**src/rtl/vga_pkg.sv**
```systemverilog
// Shared constants for the VGA pixel path: pixel width, packing of two pixels
// into a 32-bit bus word, and colour field positions inside one pixel.
package vga_pkg;

    localparam int PIX_W    = 12;
    localparam int PAIR_W   = 2 * PIX_W;
    localparam int PIX0_LSB = 0;
    localparam int PIX1_LSB = 16;
    localparam int R_LSB    = 0;
    localparam int G_LSB    = 4;
    localparam int B_LSB    = 8;

endpackage

```
**src/rtl/vga_pp_mem.sv**
```systemverilog
// Two-bank pixel-pair storage: synchronous write, combinational read.
// Address is {bank, word pointer}; contents are intentionally not reset.
module vga_pp_mem
    import vga_pkg::*;
#(
    parameter int DEPTH = 16,
    parameter int AW    = 4
) (
    input  logic              clk,
    input  logic              we,
    input  logic [AW:0]       waddr,
    input  logic [PAIR_W-1:0] wdata,
    input  logic [AW:0]       raddr,
    output logic [PAIR_W-1:0] rdata
);

    logic [PAIR_W-1:0] mem_r [2*DEPTH];

    // Write port
    always_ff @(posedge clk) begin
        if (we) begin
            mem_r[waddr] <= wdata;
        end
    end

    assign rdata = mem_r[raddr];

endmodule

```
**src/rtl/vga_pingpong_buf.sv**
```systemverilog
// Ping-pong pixel line buffer: one bank fills from the 32-bit word stream while
// the other drains one 12-bit pixel per request; frame_start_i flushes both.
module vga_pingpong_buf
    import vga_pkg::*;
#(
    parameter int DEPTH = 16
) (
    input  logic             clk,
    input  logic             rst,
    input  logic             frame_start_i,
    input  logic             wr_valid_i,
    output logic             wr_ready_o,
    input  logic [31:0]      wr_data_i,
    input  logic             data_req_i,
    output logic [PIX_W-1:0] data_o,
    output logic             underrun_o
);

    localparam int            AW       = $clog2(DEPTH);
    localparam logic [AW-1:0] PTR_LAST = AW'(DEPTH - 1);
    localparam logic [AW-1:0] PTR_ONE  = AW'(1);

    logic [1:0]        bank_full_r;
    logic              wr_bank_r;
    logic [AW-1:0]     wr_ptr_r;
    logic              rd_bank_r;
    logic [AW-1:0]     rd_ptr_r;
    logic              rd_half_r;
    logic [PIX_W-1:0]  data_r;
    logic              underrun_r;

    logic              wr_ready_s;
    logic              wr_fire_s;
    logic              wr_last_s;
    logic              rd_hit_s;
    logic              rd_last_s;
    logic [1:0]        bank_set_s;
    logic [1:0]        bank_clr_s;
    logic [PAIR_W-1:0] wr_pair_s;
    logic [PAIR_W-1:0] rd_word_s;
    logic [PIX_W-1:0]  rd_pix_s;
    logic              unused_s;

    assign wr_ready_s = ~rst & ~frame_start_i & ~bank_full_r[wr_bank_r];
    assign wr_fire_s  = wr_valid_i & wr_ready_s;
    assign wr_last_s  = wr_fire_s & (wr_ptr_r == PTR_LAST);
    assign rd_hit_s   = data_req_i & bank_full_r[rd_bank_r];
    assign rd_last_s  = rd_hit_s & rd_half_r & (rd_ptr_r == PTR_LAST);
    assign wr_pair_s  = {wr_data_i[PIX1_LSB +: PIX_W], wr_data_i[PIX0_LSB +: PIX_W]};
    assign rd_pix_s   = rd_half_r ? rd_word_s[PIX_W +: PIX_W] : rd_word_s[0 +: PIX_W];
    assign unused_s   = ^{wr_data_i[31:28], wr_data_i[15:12]};

    assign wr_ready_o = wr_ready_s;
    assign data_o     = data_r;
    assign underrun_o = underrun_r;

    vga_pp_mem #(
        .DEPTH (DEPTH),
        .AW    (AW)
    ) u_mem (
        .clk   (clk),
        .we    (wr_fire_s),
        .waddr ({wr_bank_r, wr_ptr_r}),
        .wdata (wr_pair_s),
        .raddr ({rd_bank_r, rd_ptr_r}),
        .rdata (rd_word_s)
    );

    // Per-bank full flag set/clear; write and read never target the same bank
    always_comb begin
        bank_set_s = 2'b00;
        bank_clr_s = 2'b00;
        if (wr_last_s) begin
            bank_set_s[wr_bank_r] = 1'b1;
        end else begin
            bank_set_s = 2'b00;
        end
        if (rd_last_s) begin
            bank_clr_s[rd_bank_r] = 1'b1;
        end else begin
            bank_clr_s = 2'b00;
        end
    end

    // Bank flags, pointers, pixel output and sticky underrun
    always_ff @(posedge clk or posedge rst) begin
        if (rst) begin
            bank_full_r <= 2'b00;
            wr_bank_r   <= 1'b0;
            wr_ptr_r    <= {AW{1'b0}};
            rd_bank_r   <= 1'b0;
            rd_ptr_r    <= {AW{1'b0}};
            rd_half_r   <= 1'b0;
            data_r      <= {PIX_W{1'b0}};
            underrun_r  <= 1'b0;
        end else if (frame_start_i) begin
            bank_full_r <= 2'b00;
            wr_bank_r   <= 1'b0;
            wr_ptr_r    <= {AW{1'b0}};
            rd_bank_r   <= 1'b0;
            rd_ptr_r    <= {AW{1'b0}};
            rd_half_r   <= 1'b0;
            data_r      <= {PIX_W{1'b0}};
            underrun_r  <= 1'b0;
        end else begin
            bank_full_r <= (bank_full_r | bank_set_s) & ~bank_clr_s;
            if (wr_fire_s) begin
                if (wr_last_s) begin
                    wr_bank_r <= ~wr_bank_r;
                    wr_ptr_r  <= {AW{1'b0}};
                end else begin
                    wr_ptr_r  <= wr_ptr_r + PTR_ONE;
                end
            end
            if (data_req_i) begin
                if (rd_hit_s) begin
                    data_r    <= rd_pix_s;
                    rd_half_r <= ~rd_half_r;
                    // Word pointer advances only after the upper pixel
                    if (rd_half_r) begin
                        if (rd_last_s) begin
                            rd_bank_r <= ~rd_bank_r;
                            rd_ptr_r  <= {AW{1'b0}};
                        end else begin
                            rd_ptr_r  <= rd_ptr_r + PTR_ONE;
                        end
                    end
                end else begin
                    data_r     <= {PIX_W{1'b0}};
                    underrun_r <= 1'b1;
                end
            end
        end
    end

endmodule
```
**config.mk**
```make
export PLATFORM = sky130hd
export DESIGN_NAME = vga_pingpong_buf
export DESIGN_NICKNAME = d
export VERILOG_FILES = /design/src/rtl/vga_pkg.sv /design/src/rtl/vga_pp_mem.sv /design/src/rtl/vga_pingpong_buf.sv
export SDC_FILE = /design/constraint.sdc
export NUM_CORES = 1
export LEC_CHECK = 0
export CORE_ASPECT_RATIO = 1.1
export CORE_MARGIN = 8
export CORE_UTILIZATION = 50
export CTS_BUF_LIST = sky130_fd_sc_hd__clkbuf_4 sky130_fd_sc_hd__clkbuf_8
export DETAILED_ROUTE_END_ITERATION = 10
export PLACE_DENSITY = 0.66
export SYNTH_ARGS = -nofsm -noshare
export SYNTH_HDL_FRONTEND = slang
export SYNTH_SLANG_ARGS = --single-unit
```
**constraint.sdc**
```tcl
create_clock -name clk -period 12.7 [get_ports clk]
set_clock_uncertainty 0.2 [all_clocks]
set_input_delay 1.905 -clock clk [delete_from_list [all_inputs] [get_ports clk]]
set_output_delay 1.905 -clock clk [all_outputs]
set_load 0.005 [all_outputs]
```
==> results.json <==
{
  "ys_ff_latch": 794,
  "grt_max_degree": 96,
  "fillerInstances": 4519,
  "yosysWarnings": 0,
  "synth.most_common_cell": "edfxtp_1",
  "status": "finished clean",
  "synthXorXnorAreaFrac_pct": 0.1717,
  "ys_types": 50,
  "cp-start-kind": "input pin",
  "crit_family": "buffers and inverters",
  "period_share_pct": 45.73,
  "worstSetupEndpointType": "output pin",
  "syn_inst": 1317,
  "syn_to_final_growth_pct": 12.59,
  "relSlewSlack_pct": 17.48,
  "die_h_um": 275.5,
  "routed_via_density": 6.019,
  "post-cts-setup-buffers": 0,
  "min_to": "underrun_o",
  "synthMuxAreaShare_pct": 17.55,
  "grt_setup_unrepaired": "no",
  "holdPathStages": 2,
  "cts_tree": "built",
  "syn_area_mm2": 0.03060,
  "worstMarginPinSlew_ns": 1.235,
  "clock-root-buffer": "clkbuf_8",
  "drt_first_pass_iters": 5,
  "vdd_drop_max_uv": 80.53,
  "cp.arrival_ns": 3.70,
  "ys.flop_type": "edfxtp_1",
  "rr_endpoint": "u_mem.mem_r[20][16]",
  "drive_above_1_share_pct": 31.25,
  "num-nets-final": 1481,
  "critPathBufInv": 2,
  "drtAntennaViolNets": 0,
  "dpl_worst_slack_ns": 6.433,
  "dieWidth_um": 251.9,
  "grt_overflow_total": 0,
  "synth_edf_count": 768,
  "drv_cap": 0,
  "hp-class": "flop to flop",
  "clock_latency_ns": 0.72,
  "slew_violations": 0,
  "synth_area_leaders": "edfxtp_1 (75%), mux4_2 (16%), dfrtp_1 (2.1%), mux2i_1 (1.2%), nor2_1 (0.54%)",
  "core_area_mm2": 0.06086,
  "initial_core_util_pct": 50.28,
  "path_cells": "clkdlybuf4s50_1 > nor3_1 > clkdlybuf4s50_1",
  "cp.depth": 3,
  "hold_violations": 0,
  "powerDensity_mw_per_mm2": 143.3,
  "cts_num_sinks": 794,
  "htreeDepth": 3,
  "synthSimpleGateAreaFrac_pct": 1.787,
  "yosysTopAreaCellShare_pct": 75.37,
  "yosysTopAreaCell": "edfxtp_1",
  "async_flop_share_pct": 3.275,
  "antenna_found_initial": 3,
  "min_period_ns": 5.808,
  "max_stage_delay_ns": 0.86,
  "post-route-drc-count": 0,
  "max_freq_ghz": 0.1722,
  "reg2reg_depth": 4,
  "seq_area_frac_synth_pct": 77.50,
  "first_global_vias": 14830,
  "power_leakage_uw": 0.01042,
  "drtIter0Drc": 1298,
  "clk_path_buf_depth": 3,
  "required_ns": 10.60,
  "ys_top_cells_by_count": "edfxtp_1 (768), mux4_2 (220), nor2_1 (44), mux2i_1 (36), nand2_1 (30)",
  "setup_ws_ns": 6.892,
  "synth-compound-area-share_pct": 1.464,
  "holdCritStartpoint": "underrun_o",
  "cpMaxStageDelayCell": "clkdlybuf4s50_1",
  "clk_pin_slew_ns": 0.06,
  "ctsResizeCount": 0,
  "die-area_mm2": 0.06938,
  "hpwl_um": 36070,
  "crit_top_cell": "clkdlybuf4s50_1",
  "port_buffers": 42,
  "cts-buffers-inserted": 119,
  "setup_viol": 0,
  "grt_use_total_pct": 20.14,
  "dr_total_vias": 14240,
  "rows": 95,
  "synth_nets": 1359,
  "wire_per_inst_um": 28.98,
  "synth_fa_ha_area_share_pct": 0.2045,
  "cts_hold_buf": 0,
  "avgSynthCellArea_um2": 23.23,
  "reg2reg_slack_ns": 8.27,
  "synth_top_family_by_area": "multiplexers",
  "gp_congestion": 0.7849,
  "grt_pass1_wl_um": 100700,
  "crit_fanout": 22,
  "rr_startpoint": "wr_bank_r",
  "crit_type": "input pin to output pin",
  "fin_setup_tns_ns": 0,
  "io_pins": 51,
  "drt-total-wl_um": 68540
}
==> through the flow <==
stage / hold WS (ns) / instance area (um2) / instances / utilization (%) / total power, uW
after floorplan: 0.2859 / 30600 / 1317 / - / 2945
after global placement: 0.2853 / 32130 / 2142 / 52.80 / 2995
after detailed placement: 0.3322 / 32130 / 2142 / 52.80 / 3000
after CTS: 0.3475 / 34450 / 2363 / 56.60 / 4981
after global routing: 0.3636 / 34450 / 2364 / 56.60 / 5091
final: 0.3404 / 34450 / 2365 / 56.61 / 4938
==> registers in the layout, summed over array words and instances (netlist names) <==
| register | cells |
|---|---|
| u_mem.mem_r | 768 |
| data_o | 12 |
| rd_ptr_r | 4 |
| wr_ptr_r | 4 |
| bank_full_r | 2 |
| rd_bank_r | 1 |
| rd_half_r | 1 |
| underrun_o | 1 |
| wr_bank_r | 1 |
==> report_power, final <==
group / total [uW] / leakage (uW) / internal, uW / switching, uW
logic: 64.4 / 0.00193 / 15.0 / 49.4
registers: 2880 / 0.00726 / 2880 / 1.47
clock network: 1990 / 0.00123 / 1060 / 934
total: 4940 / 0.0104 / 3950 / 985
==> layer usage <==
metal	vias to the layer above	GRT usage, %	wire (um)
met2	525	32.41	33450
met5	-	0	13
met3	115	3.286	4380
met1	7696	28.22	29040
met4	2	6.763	1655
li1	5897	-	-
==> area by class of cell <==
type,instances,area [um2],share of cell area [%]
diodes,2,5.005,0.01453
clock buffers,168,2056,5.967
clock inverters,53,255.2,0.7409
inverters,5,18.77,0.05448
multi-input cells,451,6733,19.54
flip-flops and latches,794,23720,68.86
well taps,824,1031,2.993
repair buffers,68,628.1,1.823
==> worst max-delay path by stage <==
stage	start	to	slack [ns]
finish	frame_start_i	wr_ready_o	6.89
global route	frame_start_i	wr_ready_o	6.80
CTS	frame_start_i	wr_ready_o	6.91
detailed placement	frame_start_i	u_mem.mem_r[28][19]	6.43
global placement	frame_start_i	u_mem.mem_r[13][23]	6.48
floorplan	frame_start_i	u_mem.mem_r[23][0]	7.46
==> cell usage in the layout (no fill, tap or decap), drive strengths merged, types with 6 or more instances in the layout <==
cell type,instances
dfrtp,26
o22ai,10
a22oi,9
a221oi,11
mux4,220
inv,6
mux2i,36
edfxtp,768
a21oi,9
nor3,9
nor2,44
clkdlybuf4s50,42
buf,26
nand2,30
clkbuf,168
clkinv,49
==> worst min-delay path, cell delays in order, from the launching register on <==
cell and delay (ns):
dfrtp_1 0.36, a21oi_1 0.05, nor2_1 0.09
==> kinds of logic after synthesis <==
| family | count (synthesis) |
|---|---|
| compound gates | 63 |
| xor+xnor | 6 |
| fa+ha+maj | 5 |
| buf+inv | 72 |
| flops | 794 |
| mux | 261 |
| simple gates | 116 |
(Power assumes the default switching activity.)
